==> config.mk <==
export PLATFORM = sky130hd
export DESIGN_NAME = led_pattern_engine
export DESIGN_NICKNAME = d
export VERILOG_FILES = /design/src/rtl/led_pkg.sv /design/src/rtl/led_tick_gen.sv /design/src/rtl/led_pattern_engine.sv
export SDC_FILE = /design/constraint.sdc
export NUM_CORES = 1
export LEC_CHECK = 0
export ABC_AREA = 1
export CORE_ASPECT_RATIO = 2
export CORE_MARGIN = 3
export CORE_UTILIZATION = 30
export CTS_CLUSTER_SIZE = 12
export DETAILED_ROUTE_END_ITERATION = 8
export DONT_BUFFER_PORTS = 1
export MAX_ROUTING_LAYER = met4
export SETUP_SLACK_MARGIN = 0.02
export SLEW_MARGIN = 40
export SYNTH_ARGS = -nofsm -noshare
export SYNTH_HDL_FRONTEND = slang
export SYNTH_SLANG_ARGS = --single-unit
==> constraint.sdc <==
create_clock -name clk -period 2.71 [get_ports clk]
set_input_delay 0.1355 -clock clk [delete_from_list [all_inputs] [get_ports clk]]
set_output_delay 0.1355 -clock clk [all_outputs]
set_load 0.1 [all_outputs]
==> src/rtl/led_pkg.sv <==
`default_nettype none
// ============================================================================
// Module   : led_pkg
// Purpose  : Shared register map, mode encodings and rotate helpers for the
//            LED pattern engine.
// Revision : 1.0
// ============================================================================
package led_pkg;

   localparam logic [7:0] ADDR_PAT_LO = 8'h01;
   localparam logic [7:0] ADDR_PAT_HI = 8'h02;
   localparam logic [7:0] ADDR_CTRL   = 8'h03;
   localparam logic [7:0] ADDR_DIV    = 8'h04;
   localparam logic [7:0] ADDR_DUTY   = 8'h05;

   localparam int CTRL_EN = 2;

   typedef enum logic [1:0] {
      MODE_STATIC = 2'b00,
      MODE_BLINK  = 2'b01,
      MODE_ROTL   = 2'b10,
      MODE_ROTR   = 2'b11
   } mode_e;

   function automatic logic [15:0] rotl16(input logic [15:0] v);
      return {v[14:0], v[15]};
   endfunction

   function automatic logic [15:0] rotr16(input logic [15:0] v);
      return {v[0], v[15:1]};
   endfunction

endpackage
`default_nettype wire

==> src/rtl/led_tick_gen.sv <==
`default_nettype none
// ============================================================================
// Module   : led_tick_gen
// Purpose  : Prescaler plus step divider; flags the cycle on which a pattern
//            step occurs.
// Revision : 1.0
// ============================================================================
module led_tick_gen
   import led_pkg::*;
#(
   parameter int PRESCALE = 50000,
   parameter int DIV_W    = 8
) (
   input  logic             clk,
   input  logic             rst_n,
   input  logic             enable,
   input  logic             clear,
   input  logic [DIV_W-1:0] div,
   output logic             step
);

   localparam int             PRE_W    = (PRESCALE > 1) ? $clog2(PRESCALE) : 1;
   localparam logic [PRE_W-1:0] PRE_LAST = PRE_W'(PRESCALE - 1);

   logic [PRE_W-1:0] r_pre;
   logic [DIV_W-1:0] r_cnt;
   logic [DIV_W-1:0] w_div_last;
   logic             w_tick;
   logic             w_wrap;

   // DIV=0 behaves as 1; >= keeps the counter bounded if DIV shrinks mid-count
   assign w_div_last = (div == '0) ? '0 : div - DIV_W'(1);
   assign w_tick     = (r_pre == PRE_LAST);
   assign w_wrap     = (r_cnt >= w_div_last);

   always_ff @(posedge clk or negedge rst_n) begin
      if (!rst_n) begin
         r_pre <= '0;
         r_cnt <= '0;
      end else if (!enable || clear) begin
         r_pre <= '0;
         r_cnt <= '0;
      end else if (w_tick) begin
         r_pre <= '0;
         r_cnt <= w_wrap ? '0 : r_cnt + DIV_W'(1);
      end else begin
         r_pre <= r_pre + PRE_W'(1);
      end
   end

   assign step = enable & ~clear & w_tick & w_wrap;

endmodule
`default_nettype wire

==> src/rtl/led_pattern_engine.sv <==
`default_nettype none
// ============================================================================
// Module   : led_pattern_engine
// Purpose  : Memory-mapped 16-bit LED pattern peripheral (static, blink,
//            rotate-left, rotate-right). Optional PWM dimming when
//            LED_PATTERN_PWM_EN is defined.
// Revision : 1.0
// ============================================================================
module led_pattern_engine
   import led_pkg::*;
#(
   parameter int PRESCALE = 50000,
   parameter int DIV_W    = 8
) (
   input  logic        clk,
   input  logic        rst_n,
   input  logic        wr_en,
   input  logic [7:0]  data_address,
   input  logic [7:0]  write_data,
   input  logic        rd_en,
   output logic [7:0]  rd_data,
   output logic [15:0] led,
   output logic        step_pulse
);

   logic [15:0]      r_base;
   logic [15:0]      r_work;
   logic [2:0]       r_ctrl;
   logic [DIV_W-1:0] r_div;
   logic             r_phase;

   mode_e       w_mode;
   logic        w_en;
   logic        w_lo_chg;
   logic        w_hi_chg;
   logic        w_ctrl_chg;
   logic        w_wr_div;
   logic        w_step;
   logic [15:0] w_led_nxt;
   logic [15:0] w_led_out;
   logic [7:0]  w_rd_val;

   assign w_mode = mode_e'(r_ctrl[1:0]);
   assign w_en   = r_ctrl[CTRL_EN];

   // Only writes that actually change a value disturb the pattern, so a
   // sequencer holding wr_en high on the same data is harmless.
   assign w_lo_chg   = wr_en && (data_address == ADDR_PAT_LO) && (write_data != r_base[7:0]);
   assign w_hi_chg   = wr_en && (data_address == ADDR_PAT_HI) && (write_data != r_base[15:8]);
   assign w_ctrl_chg = wr_en && (data_address == ADDR_CTRL)   && (write_data[2:0] != r_ctrl);
   assign w_wr_div   = wr_en && (data_address == ADDR_DIV);

   led_tick_gen #(
      .PRESCALE (PRESCALE),
      .DIV_W    (DIV_W)
   ) u_tick (
      .clk    (clk),
      .rst_n  (rst_n),
      .enable (w_en),
      .clear  (w_ctrl_chg),
      .div    (r_div),
      .step   (w_step)
   );

   always_ff @(posedge clk or negedge rst_n) begin
      if (!rst_n) begin
         r_base  <= '0;
         r_work  <= '0;
         r_ctrl  <= '0;
         r_div   <= DIV_W'(1);
         r_phase <= 1'b0;
      end else begin
         // A state-changing write takes priority over a coincident step
         if (w_lo_chg) begin
            r_base[7:0] <= write_data;
            r_work      <= {r_base[15:8], write_data};
            r_phase     <= 1'b0;
         end else if (w_hi_chg) begin
            r_base[15:8] <= write_data;
            r_work       <= {write_data, r_base[7:0]};
            r_phase      <= 1'b0;
         end else if (w_ctrl_chg) begin
            r_ctrl  <= write_data[2:0];
            r_work  <= r_base;
            r_phase <= 1'b0;
         end else if (w_step) begin
            case (w_mode)
               MODE_BLINK: r_phase <= ~r_phase;
               MODE_ROTL:  r_work  <= rotl16(r_work);
               MODE_ROTR:  r_work  <= rotr16(r_work);
               default:    r_work  <= r_work;
            endcase
         end
         if (w_wr_div) begin
            r_div <= DIV_W'(write_data);
         end
      end
   end

   always_comb begin
      w_led_nxt = '0;
      if (w_en) begin
         if (w_mode == MODE_BLINK) begin
            w_led_nxt = r_phase ? 16'h0000 : r_base;
         end else begin
            w_led_nxt = r_work;
         end
      end
   end

`ifdef LED_PATTERN_PWM_EN
   logic [7:0] r_duty;
   logic [7:0] r_pwm;

   always_ff @(posedge clk or negedge rst_n) begin
      if (!rst_n) begin
         r_duty <= 8'hFF;
         r_pwm  <= 8'h00;
      end else begin
         r_pwm <= r_pwm + 8'd1;
         if (wr_en && (data_address == ADDR_DUTY)) begin
            r_duty <= write_data;
         end
      end
   end

   assign w_led_out = w_led_nxt & {16{r_pwm < r_duty}};
`else
   assign w_led_out = w_led_nxt;
`endif

   always_comb begin
      w_rd_val = 8'h00;
      case (data_address)
         ADDR_PAT_LO: w_rd_val = r_base[7:0];
         ADDR_PAT_HI: w_rd_val = r_base[15:8];
         ADDR_CTRL:   w_rd_val = {5'b00000, r_ctrl};
         ADDR_DIV:    w_rd_val = 8'(r_div);
`ifdef LED_PATTERN_PWM_EN
         ADDR_DUTY:   w_rd_val = r_duty;
`endif
         default:     w_rd_val = 8'h00;
      endcase
   end

   always_ff @(posedge clk or negedge rst_n) begin
      if (!rst_n) begin
         led        <= '0;
         rd_data    <= '0;
         step_pulse <= 1'b0;
      end else begin
         led        <= w_led_out;
         step_pulse <= w_step;
         if (rd_en) begin
            rd_data <= w_rd_val;
         end
      end
   end

endmodule
`default_nettype wire

==> impl_metrics.py <==
metrics = {
    "floorplan": {
        "io_pins": 45,
        "die_y_um": 196,
        "die_w_um": 101,
        "rows": 68,
        "initial_utilization": 0.310,
        "die_area_um2": 19800,
        "core_area_um2": 17400,
    },
    "critical_path": {
        "crit_path_frequent_cell": "buf_4",
        "worstPathMaxFanout": 5,
        "ff2ff_setup_slack_ns": 0.15,
        "rr_endpoint": "r_work[4]",
        "r2r-start": "r_div[1]",
        "cp-start-kind": "flop",
        "critPathRequiredTime_ns": 2.96,
        "path_cells": "inv_1 > ha_2 > nand2_2 > buf_4 > buf_4 > buf_4 > o21ai_0 > nand3_1 > ha_1 > nand4_1 > inv_1 > nand2_1 > nand2_2 > nand4_4 > buf_6 > nand3_1 > nand2_1",
        "critical_path_class": "reg2reg",
        "slowest_delay_ns": 0.41,
        "cpLargestDelayFamily": "simple AND/OR/NAND/NOR gates",
        "path_buf_inv": 6,
        "arrival_ns": 2.81,
        "worst_path_max_delay_cell": "dfrtp_1",
        "worstRegToRegCells": 17,
        "endpoint_kind": "flop",
    },
    "power_and_ir_drop": {
        "irDropWorstVdd_mv": 0.272,
        "p_int_mw": 2.36,
        "combPwrFrac": 0.110,
        "p_seq_frac": 0.456,
        "leakage_nw": 3.00,
        "p_total_mw": 3.21,
        "p_sw_uw": 851,
        "swShare": 0.265,
        "p_clk_frac": 0.435,
        "p_per_area_nw_per_um2": 509,
    },
    "drt": {
        "drtIter0Drc": 218,
        "final_antenna_net_count": 0,
        "wire_per_inst_um": 17.4,
        "wirelength_um": 16700,
        "via_count": 4789,
        "route.detailed.drc": 0,
        "dr.pass1.iters": 5,
        "drt-vias-per-instance": 4.99,
    },
    "yosys": {
        "synthFlopType": "dfrtp_1",
        "syn-num-nets": 747,
        "ys_async_sr_fraction": 1.00,
        "synth_top_cell_area_share": 0.425,
        "synth-edff-count": 0,
        "ys_seq_elements": 93,
        "ys_warn_count": 0,
        "ys_seq_area_frac": 0.430,
        "syn_avg_cell_area_um2": 7.56,
        "yosys-top-cells-area": "dfrtp_1 43%, nand2_1 15%, inv_1 5.6%",
        "syn_area_um2": 5410,
        "post-synth-top-area-cell": "dfrtp_1",
        "syn_inst": 716,
        "yosysUniqueCellTypes": 41,
    },
    "run": {
        "maxCapViolCount": 0,
    },
    "grt": {
        "grt_max_degree": 94,
        "grtUsageTotal": 0.182,
        "grt_use_met1": 0.162,
        "antenna_found_initial": 0,
        "grt_pass1_wl_um": 26500,
        "grtUsageMet2": 0.337,
        "grt_pass1_vias": 4949,
        "grt-ovfl-total": 0,
        "grt.busiest_layer": "met2",
        "met3_usage": 0.0292,
    },
    "placement": {
        "place_congestion": 0.913,
        "port-buffer-count": 0,
        "placed_area_um2": 5730,
        "pre_cts_ws_ns": -0.100,
        "hpwl_um": 12300,
        "dp_cells": 928,
    },
    "cells_and_area": {
        "fillers": 1801,
        "nets": 776,
        "final_core_util": 0.362,
        "diodes": 0,
        "post-route-cell-area_um2": 6310,
        "layout.area.seq_um2": 2330,
        "stdcell_count": 960,
        "area_growth_pct": 16.6,
        "drive_above_1_share": 0.115,
        "multi_input_area_um2": 2710,
    },
    "worst_hold_path": {
        "hold-path-cell-count": 2,
        "hp-class": "in2reg",
        "holdPathEnd": "r_div[2]",
        "hp-start": "write_data[2]",
    },
    "timing": {
        "setup_tns_ns": 0,
        "slew_violations": 0,
        "rsz0062_at_grt": "true",
        "fin_crit_sh": 0.946,
        "setup_ws_ns": 0.147,
        "fin_crit_ns": 2.56,
        "relSlewSlack": 0.407,
        "tightest_slew_ns": 0.890,
        "setup_viol": 0,
        "hold_slack_ns": 0.0140,
        "fmax_mhz": 390,
        "hold_violations": 0,
        "skew_ns": 0.00867,
    },
    "clock_tree": {
        "htreeDepth": 3,
        "clkLatencyLatePin_ns": 0.36,
        "cts_buffer_depth": 2,
        "clk_pin_slew_ns": 0.07,
        "tritoncts": "built",
        "cts_buffers": 9,
        "root_buffer": "clkbuf_16",
        "cts.sinks": 93,
    },
    "status": {
        "outcome": "complete, no violations",
    },
}
how the worst max path moves through the flow:
stage | start | end | slack, ns | cells after the start
final | r_div[1] | r_work[4] | 0.15 | 17
after global routing | r_div[2] | u_tick.r_cnt[2] | -0.05 | 13
after CTS | r_div[0] | r_work[4] | 0.03 | 18
after detailed placement | r_div[0] | u_tick.r_cnt[6] | -0.10 | 17
after global placement | r_div[0] | u_tick.r_cnt[6] | 0.02 | 17
after floorplan | r_div[0] | r_work[6] | 0.19 | 18
final cells by class:
| class | instances | share of cell area |
|---|---|---|
| clock inverters | 7 | 0.0155 |
| repair buffers | 39 | 0.0553 |
| clock buffers | 9 | 0.0357 |
| well taps | 210 | 0.0417 |
| multi-input cells | 515 | 0.430 |
| inverters | 87 | 0.0522 |
| flip-flops and latches | 93 | 0.370 |
cell usage in the layout, fill, tap and decap left out, drive strengths merged:
cell         instances
clkinv               3
o21ai               60
o31ai                1
a211oi              16
xnor2               16
dfstp                1
ha                  11
nor4                 1
dlygate4sd3         10
clkinvlp             2
a21o                 1
a31oi                1
nor3                 8
o21bai               8
o221ai               2
or2                  1
nand4               16
dfrtp               92
a21oi               40
xor2                 5
o21a                 1
buf                 29
o22ai                7
nor2                50
clkbuf               9
bufinv               2
nand3               41
nand2              228
inv                 87
nor3b                1
power groups by stage:
stage | clock (mW) | sequential, mW | combinational, mW
2_1_floorplan | 0 | 1.48 | 0.201
3_3_place_gp | 0 | 1.49 | 0.260
3_5_place_dp | 0 | 1.49 | 0.266
4_1_cts | 1.42 | 1.46 | 0.337
5_1_grt | 1.48 | 1.47 | 0.399
6_report | 1.40 | 1.46 | 0.352
cell usage after synthesis (3+ instances only):
master    count
nand2_1     223
dfrtp_1      92
inv_1        81
o21ai_0      60
nor2_1       44
a21oi_1      40
nand3_1      37
a211oi_1     16
xnor2_1      16
nand4_1      15
ha_1         11
clkbuf_1     10
o21bai_1      8
nor3_1        7
o22ai_1       7
buf_2         5
xor2_1        5
inv_2         4
buf_4         3
nand2_4       3
nand3_4       3
nor2_2        3
cells by family after synthesis:
| group | count (synthesis) | share of synthesized area |
|---|---|---|
| compound gates | 137 | 0.142 |
| xor+xnor | 21 | 0.0340 |
| fa+ha+maj | 11 | 0.0254 |
| buf+inv | 108 | 0.0821 |
| flops | 93 | 0.430 |
| simple gates | 346 | 0.286 |
timing repair:
action                     CTS  global route
cloned                       1             0
resized for setup           10            16
hold buffers                11             0
setup buffers                4             0
setup endpoints to repair   25            26
pin swaps                    2             5
hold endpoints to repair   113             0
routing by layer:
metal | vias to the layer above | part of all wire
li1 | 2385 | -
met1 | 2254 | 0.33
met4 | 0 | 0.079
met5 | - | 0
met3 | 51 | 0.031
met2 | 99 | 0.56
registers in the layout, indices dropped and copies added (netlist names):
register      cells
u_tick.r_cnt      8
led              16
rd_data           8
u_tick.r_pre     16
r_ctrl            3
step_pulse        1
r_base           16
r_work           16
r_phase           1
r_div             8
No activity file was read; power rests on OpenSTA's default activity.
